### src/rtl/dmem_port_arbiter_if.sv
// Bundle of the CPU port, DMA port and data-memory side of the dmem port arbiter.
// slave = arbiter view, master = requester/memory view.
interface dmem_port_arbiter_if #(
  parameter int AW = 32
);
  logic          cpu_req;
  logic          cpu_we;
  logic [AW-1:0] cpu_addr;
  logic [31:0]   cpu_wdata;
  logic          cpu_gnt;
  logic          cpu_rvalid;
  logic [31:0]   cpu_rdata;

  logic          dma_req;
  logic          dma_we;
  logic [AW-1:0] dma_addr;
  logic [31:0]   dma_wdata;
  logic          dma_gnt;
  logic          dma_rvalid;
  logic [31:0]   dma_rdata;

  logic          mem_we;
  logic [AW-1:0] mem_addr;
  logic [31:0]   mem_wd;
  logic [31:0]   mem_rd;
  logic          addr_err;

  modport slave (
    input  cpu_req, cpu_we, cpu_addr, cpu_wdata,
    output cpu_gnt, cpu_rvalid, cpu_rdata,
    input  dma_req, dma_we, dma_addr, dma_wdata,
    output dma_gnt, dma_rvalid, dma_rdata,
    output mem_we, mem_addr, mem_wd, addr_err,
    input  mem_rd
  );

  modport master (
    output cpu_req, cpu_we, cpu_addr, cpu_wdata,
    input  cpu_gnt, cpu_rvalid, cpu_rdata,
    output dma_req, dma_we, dma_addr, dma_wdata,
    input  dma_gnt, dma_rvalid, dma_rdata,
    input  mem_we, mem_addr, mem_wd, addr_err,
    output mem_rd
  );
endinterface

### src/rtl/dmem_port_arbiter.sv
// Shares the single-port data memory between the MEM-stage CPU port and the loader DMA port.
// CPU has fixed priority; a starvation counter hands DMA one win after STARVE_LIMIT lost cycles.
module dmem_port_arbiter #(
  parameter int DEPTH        = 100,
  parameter int AW           = 32,
  parameter int STARVE_LIMIT = 4
) (
  input logic                 clk,
  input logic                 rst,
  dmem_port_arbiter_if.slave  bus
);

  typedef enum logic {
    PRI_CPU = 1'b0,
    PRI_DMA = 1'b1
  } pri_e;

  localparam logic [3:0]    LIMIT   = 4'(STARVE_LIMIT);
  localparam logic [AW-1:0] DEPTH_A = AW'(DEPTH);

  pri_e        state_q;
  logic [3:0]  starve_q, starve_d;
  logic        cpu_rvalid_q, dma_rvalid_q, addr_err_q;
  logic [31:0] cpu_rdata_q, dma_rdata_q;

  logic        cpu_gnt, dma_gnt, any_gnt, gnt_we, in_range;
  logic [AW-1:0] sel_addr;

  // Grant decision: single requester always wins, contention settled by priority state.
  always_comb begin
    cpu_gnt = 1'b0;
    dma_gnt = 1'b0;
    if (rst) begin
      if (bus.cpu_req && bus.dma_req) begin
        if (state_q == PRI_DMA) dma_gnt = 1'b1;
        else                    cpu_gnt = 1'b1;
      end else if (bus.cpu_req) begin
        cpu_gnt = 1'b1;
      end else if (bus.dma_req) begin
        dma_gnt = 1'b1;
      end
    end
  end

  assign any_gnt  = cpu_gnt | dma_gnt;
  assign sel_addr = dma_gnt ? bus.dma_addr : bus.cpu_addr;
  assign gnt_we   = dma_gnt ? bus.dma_we   : bus.cpu_we;
  assign in_range = (sel_addr < DEPTH_A);

  // Out-of-range writes never reach the memory.
  assign bus.mem_addr = sel_addr;
  assign bus.mem_wd   = dma_gnt ? bus.dma_wdata : bus.cpu_wdata;
  assign bus.mem_we   = any_gnt & gnt_we & in_range;

  always_comb begin
    starve_d = 4'd0;
    if (bus.dma_req && !dma_gnt) begin
      starve_d = (starve_q >= LIMIT) ? LIMIT : starve_q + 4'd1;
    end
  end

  always_ff @(posedge clk or negedge rst) begin
    if (!rst) begin
      state_q      <= PRI_CPU;
      starve_q     <= 4'd0;
      cpu_rvalid_q <= 1'b0;
      dma_rvalid_q <= 1'b0;
      addr_err_q   <= 1'b0;
      cpu_rdata_q  <= 32'd0;
      dma_rdata_q  <= 32'd0;
    end else begin
      starve_q <= starve_d;
      case (state_q)
        PRI_CPU: if (starve_d >= LIMIT) state_q <= PRI_DMA;
        PRI_DMA: if (dma_gnt)           state_q <= PRI_CPU;
        default:                        state_q <= PRI_CPU;
      endcase

      cpu_rvalid_q <= cpu_gnt & ~bus.cpu_we;
      dma_rvalid_q <= dma_gnt & ~bus.dma_we;
      addr_err_q   <= any_gnt & ~in_range;

      // rdata only moves on a read response and reads as zero when out of range.
      if (cpu_gnt && !bus.cpu_we) cpu_rdata_q <= in_range ? bus.mem_rd : 32'd0;
      if (dma_gnt && !bus.dma_we) dma_rdata_q <= in_range ? bus.mem_rd : 32'd0;
    end
  end

  assign bus.cpu_gnt    = cpu_gnt;
  assign bus.dma_gnt    = dma_gnt;
  assign bus.cpu_rvalid = cpu_rvalid_q;
  assign bus.dma_rvalid = dma_rvalid_q;
  assign bus.cpu_rdata  = cpu_rdata_q;
  assign bus.dma_rdata  = dma_rdata_q;
  assign bus.addr_err   = addr_err_q;

endmodule
### src/flat_wrapper.sv
// flat-port wrapper written by rule: the top's interface ports become plain ports
module dmem_port_arbiter_flat 
#(
  parameter int DEPTH        = 100,
  parameter int AW           = 32,
  parameter int STARVE_LIMIT = 4
)
  (clk, rst, bus_cpu_req, bus_cpu_we, bus_cpu_addr, bus_cpu_wdata, bus_cpu_gnt, bus_cpu_rvalid, bus_cpu_rdata, bus_dma_req, bus_dma_we, bus_dma_addr, bus_dma_wdata, bus_dma_gnt, bus_dma_rvalid, bus_dma_rdata, bus_mem_we, bus_mem_addr, bus_mem_wd, bus_addr_err, bus_mem_rd);
  dmem_port_arbiter_if #(.AW(AW)) bus_i ();
  input logic clk;
  input logic rst;
  input wire logic [$bits(bus_i.cpu_req)-1:0] bus_cpu_req;
  input wire logic [$bits(bus_i.cpu_we)-1:0] bus_cpu_we;
  input wire logic [$bits(bus_i.cpu_addr)-1:0] bus_cpu_addr;
  input wire logic [$bits(bus_i.cpu_wdata)-1:0] bus_cpu_wdata;
  output wire logic [$bits(bus_i.cpu_gnt)-1:0] bus_cpu_gnt;
  output wire logic [$bits(bus_i.cpu_rvalid)-1:0] bus_cpu_rvalid;
  output wire logic [$bits(bus_i.cpu_rdata)-1:0] bus_cpu_rdata;
  input wire logic [$bits(bus_i.dma_req)-1:0] bus_dma_req;
  input wire logic [$bits(bus_i.dma_we)-1:0] bus_dma_we;
  input wire logic [$bits(bus_i.dma_addr)-1:0] bus_dma_addr;
  input wire logic [$bits(bus_i.dma_wdata)-1:0] bus_dma_wdata;
  output wire logic [$bits(bus_i.dma_gnt)-1:0] bus_dma_gnt;
  output wire logic [$bits(bus_i.dma_rvalid)-1:0] bus_dma_rvalid;
  output wire logic [$bits(bus_i.dma_rdata)-1:0] bus_dma_rdata;
  output wire logic [$bits(bus_i.mem_we)-1:0] bus_mem_we;
  output wire logic [$bits(bus_i.mem_addr)-1:0] bus_mem_addr;
  output wire logic [$bits(bus_i.mem_wd)-1:0] bus_mem_wd;
  output wire logic [$bits(bus_i.addr_err)-1:0] bus_addr_err;
  input wire logic [$bits(bus_i.mem_rd)-1:0] bus_mem_rd;
  assign bus_i.cpu_req = bus_cpu_req;
  assign bus_i.cpu_we = bus_cpu_we;
  assign bus_i.cpu_addr = bus_cpu_addr;
  assign bus_i.cpu_wdata = bus_cpu_wdata;
  assign bus_cpu_gnt = bus_i.cpu_gnt;
  assign bus_cpu_rvalid = bus_i.cpu_rvalid;
  assign bus_cpu_rdata = bus_i.cpu_rdata;
  assign bus_i.dma_req = bus_dma_req;
  assign bus_i.dma_we = bus_dma_we;
  assign bus_i.dma_addr = bus_dma_addr;
  assign bus_i.dma_wdata = bus_dma_wdata;
  assign bus_dma_gnt = bus_i.dma_gnt;
  assign bus_dma_rvalid = bus_i.dma_rvalid;
  assign bus_dma_rdata = bus_i.dma_rdata;
  assign bus_mem_we = bus_i.mem_we;
  assign bus_mem_addr = bus_i.mem_addr;
  assign bus_mem_wd = bus_i.mem_wd;
  assign bus_addr_err = bus_i.addr_err;
  assign bus_i.mem_rd = bus_mem_rd;
  dmem_port_arbiter #(.DEPTH(DEPTH), .AW(AW), .STARVE_LIMIT(STARVE_LIMIT)) u_core (.clk(clk), .rst(rst), .bus(bus_i));
endmodule
### config.mk
export PLATFORM = sky130hd
export DESIGN_NAME = dmem_port_arbiter_flat
export DESIGN_NICKNAME = d
export VERILOG_FILES = /design/src/rtl/dmem_port_arbiter_if.sv /design/src/rtl/dmem_port_arbiter.sv /design/src/flat_wrapper.sv
export SDC_FILE = /design/constraint.sdc
export NUM_CORES = 1
export LEC_CHECK = 0
export CAP_MARGIN = 15
export CORE_AREA = 3 3 115 117
export CTS_BUF_LIST = sky130_fd_sc_hd__clkbuf_4 sky130_fd_sc_hd__clkbuf_8
export CTS_CLUSTER_DIAMETER = 40
export CTS_CLUSTER_SIZE = 28
export DETAILED_ROUTE_END_ITERATION = 16
export DIE_AREA = 0 0 118 120
export GPL_TIMING_DRIVEN = 0
export PLACE_DENSITY_LB_ADDON = 0.12
export SYNTH_ARGS = -nofsm -noshare
export SYNTH_HDL_FRONTEND = slang
export SYNTH_SLANG_ARGS = --single-unit
### constraint.sdc
create_clock -name clk -period 4.9 [get_ports clk]
set_input_delay 0.49 -clock clk [delete_from_list [all_inputs] [get_ports clk]]
set_output_delay 0.49 -clock clk [all_outputs]
set_load 0.01 [all_outputs]
==> results.yml, run 1 <==
clock_tree:
  ctsHtreeMaxLevel: 3
  holdBufCountCts: 1
  numCtsBuffers: 9
  cts.clk_slew.worst_paths_ps: 70
  cts-root-buf: "clkbuf_8"
  cts_buffer_depth: 2
  tritoncts: "done"
  clk_latency_ps: 340
  clkSinkCount: 72
  cts-resized-gates: 0
  post_cts_buffers: 0
setup_path:
  cp_num_buf_inv: 7
  crit_slowest_cell: "clkdlybuf4s50_1"
  crit_cells: 10
  cp-end-kind: "output port"
  r2r_setup_slack_ps: 2930
  reg2reg_depth: 7
  start_kind: "primary input"
  max_stage_delay_ps: 560
  cp_cell_sequence: "dlygate4sd3_1, buf_4, buf_16, nand3_2, inv_2, clkbuf_1, clkbuf_1, nand2_1, nand2_1, clkdlybuf4s50_1"
  critPathLaunch: "rst"
  worstPathMaxFanout: 64
  r2r-start: "u_core.state_q"
  endpoint: "bus_mem_addr[17]"
  worstPathRequired_ps: 4410
  arrival_ps: 3590
  reg2reg_to: "u_core.bus.cpu_rdata[10]"
  cpLargestDelayFamily: "buffers and inverters"
  path_class: "primary input to output port"
routing:
  ant_nets: 0
  first_pass_iters: 6
  drt_iter0_markers: 238
  vias_per_cell: 4.659
  vias: 4491
  drc: 0
  wirelength_mm: 16.29
  wl_per_cell_um: 16.90
cells_and_area:
  n_fill_cell: 1178
  syn_to_final_growth_pct: 94.61
  regArea_sq_um: 1802
  fin_util_pct: 57.27
  fin_area_sq_um: 7139
  multi_input_area_sq_um: 1695
  drive_gt1_share_pct: 4.167
  antennaDiodeCount: 0
  finalNetCount: 954
floorplan:
  fp.dieW_um: 118
  rows: 41
  initial_core_util_pct: 29.43
  dieHeight_um: 120
  dieArea_sq_um: 14160
  ios: 300
  core_sq_um: 12470
placement:
  port_buffers: 299
  dpl.hpwl_mm: 13.50
  placed_area_sq_um: 6902
  gp_congestion: 0.8510
pwr:
  power_mw: 1.536
  leakagePower_nw: 3.176
  p_per_area_nw_per_um2: 215.2
  vdd_ir_drop_max_mv: 0.1134
timing:
  drv_slew: 0
  tightestPinTransition_ps: 515.4
  fin_crit_sh_pct: 83.22
  timing.fmax_mhz: 245.2
  setup-violations-final: 0
  relSlewSlack_pct: 65.64
  skew_ps: 19.29
  rsz0062_at_grt: "false"
  final-hold-violation-count: 0
  final.min_clock_period_ps: 4078
synth:
  syn_nets: 642
  ys_seq_area_share_pct: 49.11
  ys_warn_count: 0
  netlist_area_sq_um: 3669
  ys_types: 33
  synth_area_per_cell_sq_um: 7.723
  synth-seq-cells: 72
  syn_inst: 475
global_route:
  grt_max_degree: 65
  antenna_found_initial: 0
  grt_pass1_vias: 4564
  track_usage_pct: 22.31
  grt_overflow_total: 0
  grt_first_pass_wirelength_mm: 24.81
job:
  drv_cap: 0
worst_hold_path:
  min-delay-path-class: "flip-flop to flip-flop"
outcome:
  status: "finished clean"
## worst min path at each step
stage               slack, ps  cells after the start                  endpoint               start
floorplan                 190                      0       u_core.bus.addr_err                 rst
global placement          420                      1        u_core.starve_q[0]  u_core.starve_q[0]
detailed placement        360                      1  u_core.bus.dma_rdata[19]                 rst
CTS                       440                      1        u_core.starve_q[0]  u_core.starve_q[0]
global route              460                      1        u_core.starve_q[0]  u_core.starve_q[0]
finish                    440                      1        u_core.starve_q[0]  u_core.starve_q[0]
## sequential cells by signal, indices dropped and copies added, names as in the netlist
name                   count
u_core.bus.cpu_rdata      32
u_core.bus.dma_rdata      32
u_core.starve_q            4
u_core.bus.addr_err        1
u_core.bus.cpu_rvalid      1
u_core.bus.dma_rvalid      1
u_core.state_q             1
## cells in the mapped netlist
cell type | count | area, sq um
a21o_1 | 1 | 7.510
ha_1 | 1 | 12.51
o22ai_2 | 1 | 12.51
buf_2 | 5 | 25.02
nand2_1 | 260 | 975.9
o21ai_1 | 32 | 160.2
nor3b_1 | 1 | 7.510
conb_1 | 1 | 3.750
dfrtp_1 | 72 | 1802
a21boi_1 | 1 | 7.510
nand3_2 | 1 | 10.01
o211a_1 | 1 | 10.01
o311ai_1 | 2 | 17.52
or3b_1 | 1 | 8.760
nand3_1 | 3 | 15.01
buf_1 | 1 | 3.750
nand2b_1 | 1 | 6.260
nor4_1 | 10 | 62.56
buf_6 | 3 | 33.78
inv_2 | 3 | 11.26
or3_1 | 2 | 12.51
nor2_1 | 8 | 30.03
a32oi_1 | 1 | 8.760
or2_1 | 1 | 6.260
inv_1 | 2 | 7.510
clkbuf_1 | 22 | 82.58
a22o_1 | 32 | 280.3
buf_4 | 1 | 7.510
o311a_1 | 1 | 10.01
nand4_1 | 1 | 6.260
nor3_1 | 1 | 5.000
nor4_2 | 1 | 12.51
and2_1 | 1 | 6.260
## logic make-up (layout without fill, tap and decap cells)
family | after synthesis | after routing | share of synthesized area [%]
simple gates | 292 | 292 | 31.75
compound gates | 72 | 72 | 14.02
flops | 72 | 72 | 49.11
buf+inv | 37 | 354 | 4.672
fa+ha+maj | 1 | 1 | 0.3410
other cells | 1 | 1 | 0.1022
## cell type report
cell class / instances / share of cell area, %
Multi-Input combinational cell: 366 / 23.75
Clock buffer: 9 / 1.735
Inverter: 5 / 0.2629
Buffer: 32 / 2.138
Clock inverter: 7 / 1.455
Timing Repair Buffer: 301 / 42.41
Tap cell: 172 / 3.014
Sequential cell: 72 / 25.24
## metrics by stage
stage,setup TNS (ps),cells,setup slack [ps],hold WS (ps)
after floorplan,0,475,2594,194.4
after global placement,-111570,946,-1498,421.3
after detailed placement,0,947,1268,363.0
after CTS,0,964,750.8,440.7
after global routing,0,964,533.1,464.2
final,0,964,822.4,440.5
## routing by layer
layer | track usage [%] | vias up | share of wire [%]
li1 | - | 2170 | -
met1 | 25.72 | 2102 | 38
met2 | 40.24 | 199 | 52
met3 | 5.938 | 20 | 6.9
met4 | 7.253 | 0 | 2.4
met5 | 0 | - | 0
## layout by cell type (no fill, tap or decap), types with 2 or more instances in the layout
cell             instances
a22o_1                  32
buf_2                    5
buf_4                    2
buf_6                    3
bufinv_16                2
clkbuf_1                22
clkbuf_8                 9
clkdlybuf4s50_1        298
clkinvlp_4               2
dfrtp_1                 72
inv_1                    2
inv_2                    3
nand2_1                260
nand3_1                  3
nor2_1                   8
nor4_1                  10
o21ai_1                 32
o311ai_1                 2
or3_1                    2
## power by group
group	total [mW]	internal [mW]	switching, mW
Combinational	0.406	0.234	0.172
Sequential	0.600	0.598	0.00205
Clock	0.531	0.293	0.238
Total	1.54	1.12	0.412
(Power assumes the default switching activity.)
==> run 2, diff against run 1 <==
- CORE_AREA: 3 3 115 117 -> default
- CORE_MARGIN: default -> 3
- CORE_UTILIZATION: default -> 30
- DIE_AREA: 0 0 118 120 -> default
- clock period: 4.9 -> 3.5 ns (I/O delays scaled with it)
==> results.yml, run 2 (synthesized netlist as in run 1, its figures left out) <==
timing:
  fin_crit_sh_pct: 93.76
  tightestPinTransition_ps: 541.6
  timing.fmax_mhz: 304.7
  rsz0062_at_grt: "false"
  setup-violations-final: 0
  final-hold-violation-count: 0
  drv_slew: 0
  final.min_clock_period_ps: 3282
  skew_ps: 9.952
  relSlewSlack_pct: 63.89
pwr:
  vdd_ir_drop_max_mv: 0.1873
  leakagePower_nw: 3.198
  p_per_area_nw_per_um2: 310.9
  power_mw: 2.216
placement:
  place_inst: 918
  port_buffers: 299
  gp_congestion: 0.9207
  dpl.hpwl_mm: 13.83
routing:
  ant_nets: 0
  wl_per_cell_um: 17.77
  drc: 0
  drt_iter0_markers: 297
  first_pass_iters: 7
  vias: 4536
  wirelength_mm: 16.61
  vias_per_cell: 4.851
clock_tree:
  cts-root-buf: "clkbuf_8"
  tritoncts: "done"
  clk_latency_ps: 340
  clkSinkCount: 72
  cts.clk_slew.worst_paths_ps: 90
  ctsHtreeMaxLevel: 3
  numCtsBuffers: 9
  cts_buffer_depth: 2
floorplan:
  dieArea_sq_um: 13590
  core_sq_um: 11660
  dieHeight_um: 116.6
  ios: 300
  rows: 39
  initial_core_util_pct: 31.46
  fp.dieW_um: 116.6
cells_and_area:
  mostFrequentLayoutCell: "clkdlybuf4s50_1"
  n_fill_cell: 1028
  antennaDiodeCount: 0
  mostFrequentLayoutCells: "clkdlybuf4s50_1, nand2_1, dfrtp_1"
  syn_to_final_growth_pct: 94.27
  stdcell_count: 935
  drive_gt1_share_pct: 4.545
  finalNetCount: 954
global_route:
  grt_first_pass_wirelength_mm: 24.94
  grt_overflow_total: 0
  grt_max_degree: 42
  antenna_found_initial: 0
  track_usage_pct: 23.94
  grt_pass1_vias: 4609
job:
  drv_cap: 0
setup_path:
  cp-end-kind: "output port"
  arrival_ps: 2930
  worstPathRequired_ps: 3150
  path_class: "primary input to output port"
  start_kind: "primary input"
  max_stage_delay_ps: 630
  reg2reg_depth: 7
  cp_cell_sequence: "clkdlybuf4s50_1, nand3_2, inv_2, clkbuf_1, clkbuf_1, nand2_1, nand2_1, clkdlybuf4s50_1"
  cp_num_buf_inv: 5
  worstPathMaxFanout: 10
  crit_cells: 8
  crit_slowest_cell: "clkdlybuf4s50_1"
  cpLargestDelayFamily: "buffers and inverters"
worst_hold_path:
  min-delay-path-class: "primary input to asynchronous set/reset pin"
outcome:
  status: "finished clean"
## run 2: cell count changes in the layout (fill, tap and decap cells not counted), sizes merged
cell         change
dlygate4sd3      -1
buf              +1
clkinv           -1
clkinvlp         -1
clkbuf           +1
bufinv           +1
## run 2: final cells by class
class | count | area (sq um) | area share [%]
plain buffers | 32 | 155.1 | 2.177
clock buffers | 10 | 131.4 | 1.843
clock inverters | 6 | 115.1 | 1.615
inverters | 5 | 18.77 | 0.2633
multi-input cells | 366 | 1695 | 23.79
flip-flops and latches | 72 | 1802 | 25.28
well taps | 143 | 178.9 | 2.511
repair buffers | 301 | 3030 | 42.52
## run 2: per-stage QoR
| step | instance area [sq um] | util, % | TNS, ps | hold slack (ps) | setup WS, ps |
|---|---|---|---|---|---|
| floorplan | 3669 | - | 0 | 54.41 | 1474 |
| global placement | 6840 | 58.65 | -312670 | 420.5 | -2639 |
| detailed placement | 6858 | 58.80 | 0 | 334.5 | 113.1 |
| CTS | 7124 | 61.09 | 0 | 18.13 | 124.2 |
| global route | 7127 | 61.11 | 0 | 17.95 | 4.522 |
| finish | 7127 | 61.11 | 0 | 25.54 | 218.2 |
## run 2: path summary, 6_finish.rpt
check                                   startpoint                  endpoint  slack [ps]
worst max-delay path                   bus_dma_req            bus_mem_wd[21]         220
worst min-delay path                           rst  u_core.bus.dma_rdata[22]          30
worst max register to register      u_core.state_q  u_core.bus.cpu_rdata[10]        1580
worst min register to register  u_core.starve_q[0]        u_core.starve_q[0]         440
max in group asynchronous                      rst   u_core.bus.cpu_rdata[6]        3240
min in group clk                               rst       u_core.bus.addr_err         340
## run 2: where the power goes
| group | leakage [nW] | switching, mW | internal, mW |
|---|---|---|---|
| registers | 0.997 | 0.00310 | 0.837 |
| clock network | 0.121 | 0.318 | 0.487 |
| logic | 2.08 | 0.243 | 0.328 |
## run 2: timing repair
item                                    in CTS  in global routing
setup buffers                                0                  0
endpoints found under the hold margin       31                  0
endpoints found under the setup margin       0                  3
hold buffers                                 1                  0
gates resized for setup                      0                  4
## run 2: per-layer routing
layer / global-route usage (%) / up-vias / wire (um)
li1: - / 2180 / -
met5: 0 / - / 0
met1: 27.58 / 2120 / 6200
met2: 42.33 / 205 / 8536
met4: 7.416 / 0 / 538
met3: 7.668 / 31 / 1337
==> run 3, diff against run 2 <==
- ABC_AREA: default -> 1
- CORE_UTILIZATION: 30 -> 32
- GPL_TIMING_DRIVEN: 0 -> default
==> results.yml, run 3 <==
job:
  drv_cap: 0
synth:
  synth_ff_type: "dfrtp_1"
  yosysMostFrequentCell: "nand2_1"
  synth_edf_count: 0
  ys_top_cells_by_area: "dfrtp_1, nand2_1, nand4_1"
  syn_nets: 765
  ys_seq_area_share_pct: 43.73
  netlist_area_sq_um: 4120
  synth_area_per_cell_sq_um: 6.890
  synthArstFlopShare_pct: 100.0
  syn_inst: 598
  synth-seq-cells: 72
  yosys.area.top_type: "dfrtp_1"
  yosysTopAreaCellShare_pct: 43.73
  ys_warn_count: 0
  synthTopCellsByCount: "nand2_1, dfrtp_1, inv_1"
  ys_types: 23
timing:
  final.min_clock_period_ps: 3114
  setup-violations-final: 0
  drv_slew: 0
  relSlewSlack_pct: 27.67
  final-hold-violation-count: 0
  rsz0062_at_grt: "false"
  fin_crit_sh_pct: 88.97
  timing.fmax_mhz: 321.1
  tightestPinTransition_ps: 1084
  fin_tns_setup_ps: 0
  skew_ps: 4.083
global_route:
  grt_overflow_total: 0
  grt_pass1_vias: 4902
  track_usage_pct: 22.62
  grt_max_degree: 73
  grt_first_pass_wirelength_mm: 25.73
  antenna_found_initial: 0
setup_path:
  cp_num_buf_inv: 3
  max_stage_delay_ps: 620
  start_kind: "primary input"
  reg2reg_depth: 12
  r2r-start: "u_core.state_q"
  endpoint: "bus_mem_we"
  crit_cells: 12
  worstPathRequired_ps: 3150
  cpMostUsedCell: "nand2_1"
  crit_slowest_cell: "clkdlybuf4s50_1"
  arrival_ps: 2760
  cp_cell_sequence: "clkdlybuf4s50_1, nand2_1, inv_2, nand2_8, o21ai_1, nand2_1, nor2_1, nand2_1, nor2_4, nand2_1, nor3_1, clkdlybuf4s50_1"
  reg2reg_to: "u_core.bus.dma_rdata[18]"
  worstPathMaxFanout: 58
  path_class: "primary input to output port"
  r2r_setup_slack_ps: 1090
  critPathLaunch: "bus_dma_req"
  cpLargestDelayFamily: "buffers and inverters"
  cp-end-kind: "output port"
floorplan:
  dieHeight_um: 119.5
  ios: 300
  fp.dieW_um: 119.5
  initial_core_util_pct: 33.47
  dieArea_sq_um: 14270
  core_sq_um: 12310
  rows: 40
worst_hold_path:
  min-delay-path-class: "primary input to asynchronous set/reset pin"
pwr:
  leakagePower_nw: 3.721
  p_switching_uw: 578.7
  p_per_area_nw_per_um2: 286.7
  power_mw: 2.116
  swShare_pct: 27.35
  p_int_mw: 1.537
  vdd_ir_drop_max_mv: 0.1462
  clock_power_share_pct: 32.0
  pwr-share-seq_pct: 39.7
  combPwrFrac_pct: 28.2
routing:
  vias_per_cell: 4.710
  drt_iter0_markers: 303
  drc: 0
  ant_nets: 0
  wirelength_mm: 16.63
  wl_per_cell_um: 15.83
  first_pass_iters: 5
  vias: 4946
clock_tree:
  cts-root-buf: "clkbuf_8"
  ctsHtreeMaxLevel: 3
  tritoncts: "done"
  post_cts_buffers: 0
  numCtsBuffers: 9
  clkSinkCount: 72
  clk_latency_ps: 350
  cts.clk_slew.worst_paths_ps: 70
  cts_buffer_depth: 2
cells_and_area:
  mostFrequentLayoutCell: "clkdlybuf4s50_1"
  finalNetCount: 1044
  syn_to_final_growth_pct: 79.14
  drive_gt1_share_pct: 3.968
  mostFrequentLayoutCells: "clkdlybuf4s50_1, nand2_1, dfrtp_1"
  n_fill_cell: 1164
  antennaDiodeCount: 0
  fin_util_pct: 59.95
placement:
  gp_congestion: 0.9331
  dpl.hpwl_mm: 12.89
  port_buffers: 299
outcome:
  status: "finished clean"
run 3: cell count changes after synthesis, sizes merged, moves of 8 or more:
cell   before  now
inv         5   67
nand2     260  297
o21ai      32   22
nor4       11    0
nor2        8   16
nand4       1   64
buf        10   25
a22o       32    0
run 3: cells by family (layout without fill, tap and decap cells):
| family | Yosys count | after routing | synth area share, % |
|---|---|---|---|
| compound gates | 25 | 25 | 3.098 |
| fa+ha+maj | 1 | 1 | 0.3036 |
| buf+inv | 108 | 392 | 12.00 |
| flops | 72 | 72 | 43.73 |
| other cells | 1 | 1 | 0.09101 |
| simple gates | 391 | 391 | 40.78 |
run 3: area by class of cell:
| cell class | instances | area, sq um | share of cell area, % |
|---|---|---|---|
| clock buffer | 11 | 151.4 | 2.051 |
| clock inverter | 5 | 55.05 | 0.7459 |
| multi-input combinational | 418 | 1846 | 25.00 |
| timing repair buffer | 309 | 3065 | 41.53 |
| sequential | 72 | 1802 | 24.41 |
| inverter | 67 | 251.5 | 3.407 |
| tap | 168 | 210.2 | 2.848 |
run 3: worst min-delay path by stage:
stage	startpoint	endpoint	slack, ps	cells past startpoint
after floorplan	rst	u_core.bus.addr_err	50	0
after global placement	u_core.starve_q[0]	u_core.starve_q[0]	430	1
after detailed placement	u_core.starve_q[0]	u_core.starve_q[0]	450	1
after CTS	rst	u_core.bus.cpu_rdata[9]	310	2
after global routing	rst	u_core.bus.dma_rdata[28]	350	2
final	rst	u_core.bus.dma_rdata[2]	290	2
run 3: metal layers:
layer | wire (um) | global-route usage (%)
met5 | 0 | 0
met4 | 562 | 9.449
met3 | 1350 | 6.980
met2 | 8459 | 39.44
met1 | 6253 | 25.56
run 3: repair_timing:
action,in CTS,in global routing
gates resized for setup,0,1
endpoints found under the setup margin,0,1
hold buffers,0,0
run 3: metrics by stage:
stage | setup WS [ps] | cells | hold slack [ps] | area (sq um)
after global routing | 103.1 | 1050 | 348.9 | 7381
after floorplan | 1497 | 598 | 54.41 | 4120
after global placement | 331.1 | 1034 | 426.4 | 7166
final | 386.1 | 1050 | 290.2 | 7381
after CTS | 254.5 | 1050 | 310.7 | 7372
after detailed placement | 256.8 | 1034 | 447.7 | 7166
run 3: power groups by stage:
stage / sequential (mW) / clock [mW] / combinational, mW
final: 0.841 / 0.678 / 0.598
after global routing: 0.841 / 0.723 / 0.644
after detailed placement: 0.857 / 0 / 0.598
after global placement: 0.857 / 0 / 0.594
after CTS: 0.841 / 0.692 / 0.600
after floorplan: 0.858 / 0 / 0.197
